File: config.mk
export PLATFORM = sky130hd
export DESIGN_NAME = servant_grid_barrier
export DESIGN_NICKNAME = d
export VERILOG_FILES = /design/src/rtl/servant_grid_pkg.sv /design/src/rtl/servant_barrier_timer.sv /design/src/rtl/servant_grid_barrier.sv
export SDC_FILE = /design/constraint.sdc
export NUM_CORES = 1
export LEC_CHECK = 0
export ABC_AREA = 1
export CAP_MARGIN = 20
export CORE_MARGIN = 2
export CORE_UTILIZATION = 54
export DETAILED_ROUTE_END_ITERATION = 10
export PLACE_DENSITY = 0.82
export SYNTH_ARGS = -nofsm -noshare
export SYNTH_HDL_FRONTEND = slang
export SYNTH_SLANG_ARGS = --single-unit
File: constraint.sdc
create_clock -name i_wb_clk -period 2.9 [get_ports i_wb_clk]
set_clock_uncertainty 0.2 [all_clocks]
set_input_delay 0.29 -clock i_wb_clk [delete_from_list [all_inputs] [get_ports i_wb_clk]]
set_output_delay 0.29 -clock i_wb_clk [all_outputs]
set_load 0.02 [all_outputs]
File: src/rtl/servant_grid_pkg.sv
// servant_grid_pkg
// Shared definitions for the servant grid generation barrier:
//   - barrier FSM state encoding (S_IDLE .. S_FAULT)
//   - neighbour direction indices (DIR_C .. DIR_NW)
//   - GPIO register-bank word offsets, one word per direction
//   - timer_width(): width of the shared guard/timeout counter
package servant_grid_pkg;

  localparam int STATE_W = 3;

  localparam logic [2:0] S_IDLE    = 3'd0;
  localparam logic [2:0] S_COLLECT = 3'd1;
  localparam logic [2:0] S_GUARD   = 3'd2;
  localparam logic [2:0] S_LATCH   = 3'd3;
  localparam logic [2:0] S_DONE    = 3'd4;
  localparam logic [2:0] S_FAULT   = 3'd5;

  // Neighbour directions of a cell's GPIO bank, centre first then clockwise.
  localparam int DIR_C    = 0;
  localparam int DIR_N    = 1;
  localparam int DIR_NE   = 2;
  localparam int DIR_E    = 3;
  localparam int DIR_SE   = 4;
  localparam int DIR_S    = 5;
  localparam int DIR_SW   = 6;
  localparam int DIR_W    = 7;
  localparam int DIR_NW   = 8;
  localparam int NUM_DIRS = 9;

  // Word offsets of each direction's register inside a cell's GPIO bank.
  localparam int GPIO_WORD_C  = DIR_C;
  localparam int GPIO_WORD_N  = DIR_N;
  localparam int GPIO_WORD_NE = DIR_NE;
  localparam int GPIO_WORD_E  = DIR_E;
  localparam int GPIO_WORD_SE = DIR_SE;
  localparam int GPIO_WORD_S  = DIR_S;
  localparam int GPIO_WORD_SW = DIR_SW;
  localparam int GPIO_WORD_W  = DIR_W;
  localparam int GPIO_WORD_NW = DIR_NW;

  // Counter must hold the larger of the guard load value and the timeout
  // limit; never narrower than one bit so a 0/0 configuration still builds.
  function automatic int timer_width(input int guard_cycles, input int timeout_cycles);
    int m;
    m = (guard_cycles > timeout_cycles) ? guard_cycles : timeout_cycles;
    if (m < 1) begin
      return 1;
    end
    return $clog2(m + 1);
  endfunction

endpackage

File: src/rtl/servant_barrier_timer.sv
// servant_barrier_timer
// Loadable up/down counter shared by the barrier's guard (down-count) and
// timeout (up-count) phases; the two phases are never active together.
// Ports:
//   clk, rst_n   clock and asynchronous active-low reset
//   i_load       load i_load_val (highest priority)
//   i_inc        count up
//   i_dec        count down (ignored when i_inc is set)
//   o_count      current count
module servant_barrier_timer #(
  parameter int W = 4
) (
  input  logic         clk,
  input  logic         rst_n,
  input  logic         i_load,
  input  logic [W-1:0] i_load_val,
  input  logic         i_inc,
  input  logic         i_dec,
  output logic [W-1:0] o_count
);

  logic [W-1:0] count_q;
  logic [W-1:0] count_d;

  always_comb begin
    count_d = count_q;
    if (i_load) begin
      count_d = i_load_val;
    end else if (i_inc) begin
      count_d = count_q + W'(1);
    end else if (i_dec) begin
      count_d = count_q - W'(1);
    end
  end

  always_ff @(posedge clk or negedge rst_n) begin
    if (!rst_n) begin
      count_q <= '0;
    end else begin
      count_q <= count_d;
    end
  end

  assign o_count = count_q;

endmodule

File: src/rtl/servant_grid_barrier.sv
// servant_grid_barrier
// Generation scheduler for a grid of servant cells. Collects one publish
// strobe per cell, waits GUARD_CYCLES, then issues a single-cycle broadcast
// latch pulse that every cell feeds into its GPIO in-clock. Counts
// generations, stops at an optional limit, and flags collection timeouts and
// publishes that arrive while the barrier is past collection.
// Ports:
//   i_wb_clk, i_wb_rst_n  clock, asynchronous active-low reset
//   i_enable              run while high; low aborts back to IDLE
//   i_gen_limit           generations to run, 0 = unlimited
//   i_publish             per-cell publish strobes
//   o_latch               registered broadcast latch pulse
//   o_generation          latch pulses since the last start
//   o_busy/o_done/o_fault state indications
//   o_missing             cells missing when a timeout fault occurred
//   o_overrun             sticky: publish seen in GUARD or LATCH
module servant_grid_barrier
  import servant_grid_pkg::*;
#(
  parameter int NUM_CELLS      = 9,
  parameter int GUARD_CYCLES   = 2,
  parameter int TIMEOUT_CYCLES = 1024,
  parameter int GEN_W          = 32
) (
  input  logic                 i_wb_clk,
  input  logic                 i_wb_rst_n,
  input  logic                 i_enable,
  input  logic [GEN_W-1:0]     i_gen_limit,
  input  logic [NUM_CELLS-1:0] i_publish,
  output logic                 o_latch,
  output logic [GEN_W-1:0]     o_generation,
  output logic                 o_busy,
  output logic                 o_done,
  output logic                 o_fault,
  output logic [NUM_CELLS-1:0] o_missing,
  output logic                 o_overrun
);

  localparam int TMR_W = timer_width(GUARD_CYCLES, TIMEOUT_CYCLES);
  localparam logic [TMR_W-1:0] GUARD_LOAD   = TMR_W'(GUARD_CYCLES);
  // Only meaningful when the timeout is enabled.
  localparam logic [TMR_W-1:0] TIMEOUT_LAST = TMR_W'(TIMEOUT_CYCLES - 1);

  logic [STATE_W-1:0]   state_q,   state_d;
  logic [NUM_CELLS-1:0] arrived_q, arrived_d;
  logic [GEN_W-1:0]     gen_q,     gen_d;
  logic [NUM_CELLS-1:0] missing_q, missing_d;
  logic                 overrun_q, overrun_d;
  logic                 latch_q,   latch_d;

  logic                 tmr_load;
  logic [TMR_W-1:0]     tmr_load_val;
  logic                 tmr_inc;
  logic                 tmr_dec;
  logic [TMR_W-1:0]     tmr_count;

  logic [NUM_CELLS-1:0] merged;
  logic [GEN_W-1:0]     gen_inc;

  assign merged  = arrived_q | i_publish;
  assign gen_inc = gen_q + GEN_W'(1);

  servant_barrier_timer #(
    .W (TMR_W)
  ) u_timer (
    .clk        (i_wb_clk),
    .rst_n      (i_wb_rst_n),
    .i_load     (tmr_load),
    .i_load_val (tmr_load_val),
    .i_inc      (tmr_inc),
    .i_dec      (tmr_dec),
    .o_count    (tmr_count)
  );

  always_comb begin
    state_d      = state_q;
    arrived_d    = arrived_q;
    gen_d        = gen_q;
    missing_d    = missing_q;
    overrun_d    = overrun_q;
    tmr_load     = 1'b0;
    tmr_load_val = '0;
    tmr_inc      = 1'b0;
    tmr_dec      = 1'b0;

    case (state_q)
      S_IDLE: begin
        if (i_enable) begin
          state_d   = S_COLLECT;
          gen_d     = '0;
          arrived_d = '0;
          missing_d = '0;
          overrun_d = 1'b0;
          tmr_load  = 1'b1;
        end
      end

      S_COLLECT: begin
        if (!i_enable) begin
          state_d = S_IDLE;
        end else begin
          arrived_d = merged;
          // Completion is tested first so it wins over a coincident timeout.
          if (&merged) begin
            if (GUARD_CYCLES == 0) begin
              state_d = S_LATCH;
            end else begin
              state_d      = S_GUARD;
              tmr_load     = 1'b1;
              tmr_load_val = GUARD_LOAD;
            end
          end else if ((TIMEOUT_CYCLES != 0) && (tmr_count == TIMEOUT_LAST)) begin
            state_d   = S_FAULT;
            missing_d = ~merged;
          end else begin
            tmr_inc = 1'b1;
          end
        end
      end

      S_GUARD: begin
        // A write landing now could collide with the latch inside the cell.
        if (|i_publish) begin
          overrun_d = 1'b1;
        end
        if (!i_enable) begin
          state_d = S_IDLE;
        end else if (tmr_count <= TMR_W'(1)) begin
          state_d = S_LATCH;
        end else begin
          tmr_dec = 1'b1;
        end
      end

      S_LATCH: begin
        gen_d     = gen_inc;
        // Publishes in the latch cycle are flagged but still count toward
        // the following generation.
        arrived_d = i_publish;
        if (|i_publish) begin
          overrun_d = 1'b1;
        end
        tmr_load = 1'b1;
        if (!i_enable) begin
          state_d = S_IDLE;
        end else if ((i_gen_limit != '0) && (gen_inc == i_gen_limit)) begin
          state_d = S_DONE;
        end else begin
          state_d = S_COLLECT;
        end
      end

      S_DONE, S_FAULT: begin
        if (!i_enable) begin
          state_d = S_IDLE;
        end
      end

      default: begin
        state_d = S_IDLE;
      end
    endcase
  end

  // Dedicated flop so the broadcast pulse is glitch-free and drops at once
  // on reset.
  assign latch_d = (state_d == S_LATCH);

  always_ff @(posedge i_wb_clk or negedge i_wb_rst_n) begin
    if (!i_wb_rst_n) begin
      state_q   <= S_IDLE;
      arrived_q <= '0;
      gen_q     <= '0;
      missing_q <= '0;
      overrun_q <= 1'b0;
      latch_q   <= 1'b0;
    end else begin
      state_q   <= state_d;
      arrived_q <= arrived_d;
      gen_q     <= gen_d;
      missing_q <= missing_d;
      overrun_q <= overrun_d;
      latch_q   <= latch_d;
    end
  end

  assign o_latch      = latch_q;
  assign o_generation = gen_q;
  assign o_busy       = (state_q == S_COLLECT) || (state_q == S_GUARD) || (state_q == S_LATCH);
  assign o_done       = (state_q == S_DONE);
  assign o_fault      = (state_q == S_FAULT);
  assign o_missing    = missing_q;
  assign o_overrun    = overrun_q;

endmodule
==> summary.txt <==
Status
  • Status: finished clean

Timing
  • Final hold violation count: 0
  • Slew margin rel.: 0.588
  • Final setup vio count: 0
  • Crit share post-route: 0.908
  • Tightest Pin Transition: 619 ps
  • Final min period: 2630 ps
  • Final Max Tran Viols: 0
  • FMAX: 0.380 GHz
  • TNS Setup: 0 ps
  • RSZ-0062 raised after global routing: false

Synth
  • Synthesized area: 5010 sq um
  • Post-synth EDFFs: 0
  • Async SR Flop Fraction: 1.00
  • Cells after Synth: 755
  • Ys Warns: 0
  • Synth Register Bits: 66
  • Top FF cell, synth: dfrtp_1
  • Distinct cell type count after synthesis: 42
  • Sequential share of the synthesized area: 0.330
  • Mapped Avg Cell Area: 6.64 sq um
  • Syn_nets: 803

Floorplan
  • Die Area: 10100 sq um
  • Die width: 100 microns
  • CORE AREA: 9110 sq um
  • Row cnt: 35
  • I/O pin count: 90
  • Effective utilization at floorplan: 0.550
  • Die H: 100 microns

Critical path
  • R2R setup slack: 270 ps
  • Critical Path RT: 2940 ps
  • Crit path DAT: 2670 ps
  • Crit path max fanout: 8
  • Setup Crit Path Kind: flip-flop to flip-flop
  • Endpoint class of the critical path: flip-flop
  • Startpoint class of the critical path: flip-flop

Route
  • Final wirelength: 14.5 mm
  • Met1 WL: 5.99 mm
  • Highest metal used: met4
  • DR WL met2: 6.93 mm
  • Vias: 5400
  • DR vias/cell: 5.60
  • WL/cell: 15.0 microns
  • DRC Markers: 0
  • Initial DRT Pass Iterations: 5
  • Starting DRT DRC Count: 259
  • Post-DRT Antenna Nets: 0
  • Met3 wire length: 966 microns

Global routing
  • First-pass GRT wire length: 24.2 mm
  • Number of global-route vias before repair: 5295
  • All-Layer GR Usage: 0.302
  • Initial antenna violation count: 0
  • Largest net degree at the start of global routing: 43
  • GRT Residual Overflow: 0

Clock network
  • CTS tree: built
  • CTS Sinks: 66
  • Clk buf depth: 2
  • Htree depth: 3
  • Worst skew pair latency: 350 ps
  • Clk Tree Root Cell: clkbuf_8
  • Total CTS buffers: 9
  • Worst-path clk slew: 90 ps

Placement
  • DP Area: 6010 sq um
  • Post-DP HPWL: 11.1 mm
  • Routability cong.: 0.981
  • Port bufs: 89

Power and ir drop
  • Worst VDD drop: 0.347 mV
  • Pwr Total: 2.90 mW
  • P_leak: 2.74 nW
  • Pwr/cell area: 467 nW/um^2

Min path
  • Hold/Removal Path Class: input port to asynchronous set/reset pin

Job
  • Maxcap violations: 0

Layout
  • FILL cells: 795
  • Area growth syn-to-layout: 24.0%
  • Final net count: 897
  • Design Area, Final: 6210 sq um
  • N_diodes: 0
  • Layout cell share with drive strength beyond 1: 0.0632
## placed cells by master (no fill, tap or decap), types with 4 or more instances in the layout
master / synthesis / final
nand2_1: 215 / 215
nor2_1: 109 / 109
inv_1: 96 / 96
clkdlybuf4s50_1: 0 / 88
nand3_1: 82 / 82
dfrtp_1: 66 / 65
o21ai_0: 35 / 35
o22ai_1: 30 / 30
nand3b_1: 15 / 15
xor2_1: 15 / 15
nand4_1: 13 / 13
clkbuf_8: 0 / 9
nor3_1: 8 / 8
mux2_2: 8 / 8
buf_4: 1 / 8
nor2_4: 7 / 7
ha_1: 4 / 4
inv_6: 0 / 4
## cell usage after synthesis, types with 2 or more instances
cell type | number | area, sq um
and2_1 | 2 | 12.5
nor2_4 | 7 | 78.8
nor2_1 | 109 | 409
ha_1 | 4 | 50.1
mux2_2 | 8 | 90.1
xor2_1 | 15 | 131
nor3_1 | 8 | 40.0
xnor3_1 | 2 | 45.0
o22ai_1 | 30 | 188
nand4_1 | 13 | 81.3
nor4_1 | 2 | 12.5
o21ai_0 | 35 | 175
inv_2 | 2 | 7.51
clkbuf_1 | 8 | 30.0
nand2_1 | 215 | 807
o21ai_1 | 2 | 10.0
nand3_1 | 82 | 410
xnor2_1 | 2 | 17.5
dfrtp_1 | 66 | 1650
inv_1 | 96 | 360
buf_6 | 4 | 45.0
o2111ai_1 | 3 | 26.3
nand2_4 | 2 | 22.5
a21oi_1 | 3 | 15.0
o211ai_1 | 3 | 22.5
nand3b_1 | 15 | 113
nor2_2 | 2 | 12.5
## sequential cells by signal, indices dropped and copies added (netlist names)
register and count:
u_timer.o_count 11, o_missing 9, arrived_q 9, o_overrun 1, o_generation 32, o_latch 1
state_q 3
## critical path, stage by stage (launching register included)
cell and delay, ps:
dfrtp_2 430, ha_1 220, nand2_1 140, nor2_4 250, nand2_1 120, nor2_2 260
nand2_1 110, nand3_1 90, nand3_1 90, nor2_1 160, nand3_1 120, nor2_1 130
nand3_1 80, nand2_1 70, nand2_1 50
## path summary, 6_finish.rpt
check | depth (start not counted) | from | to
min | 2 | i_wb_rst_n | o_generation[13]
max reg2reg | 14 | o_generation[0] | state_q[0]
max in group asynchronous | 3 | i_wb_rst_n | o_generation[0]
min reg2reg | 1 | arrived_q[2] | arrived_q[2]
max | 14 | o_generation[0] | state_q[0]
min in group i_wb_clk | 1 | arrived_q[2] | arrived_q[2]
## cell families (layout without fill, tap and decap cells)
family	after synthesis	after routing	share of synthesized area
flip-flops	66	66	0.330
XOR/XNOR	19	19	0.0387
adder cells (fa/ha/maj)	4	4	0.00999
buffers and inverters	115	214	0.0934
AO/OA/AOI/OAI	81	81	0.0979
multiplexers	8	8	0.0180
AND/OR/NAND/NOR	462	462	0.412
## cell type report
class	instances	area, sq um	area share
Multi-Input combinational cell	574	2890	0.465
Sequential cell	66	1650	0.266
Timing Repair Buffer	99	976	0.157
Inverter	99	372	0.0598
Tap cell	111	139	0.0224
Clock buffer	9	124	0.0199
Clock inverter	7	58.8	0.00946
## layer usage
layer | vias to the layer above | GRT usage
met3 | 48 | 0.0334
met5 | - | 0
li1 | 2655 | -
met4 | 0 | 0.162
met2 | 245 | 0.514
met1 | 2452 | 0.377
## report_power, final
part           internal (mW)  switching (mW)  total, mW
logic                  0.401           0.553      0.954
registers               1.05           0.157       1.20
clock network          0.323           0.423      0.747
## timing repair
action,in CTS,in global routing
setup buffers,0,1
hold buffers,1,0
endpoints found under the hold margin,24,0
gates resized for setup,0,1
endpoints found under the setup margin,0,1
## through the flow
step                hold WS, ps  instances  setup WS (ps)   util
floorplan                  -206        755            579      -
global placement            146        947            362  0.660
detailed placement          143        947            258  0.660
CTS                         294        964            236  0.681
global route                337        965           6.39  0.682
finish                      276        965            268  0.682
Note: power is estimated with default switching activity, not from simulation.
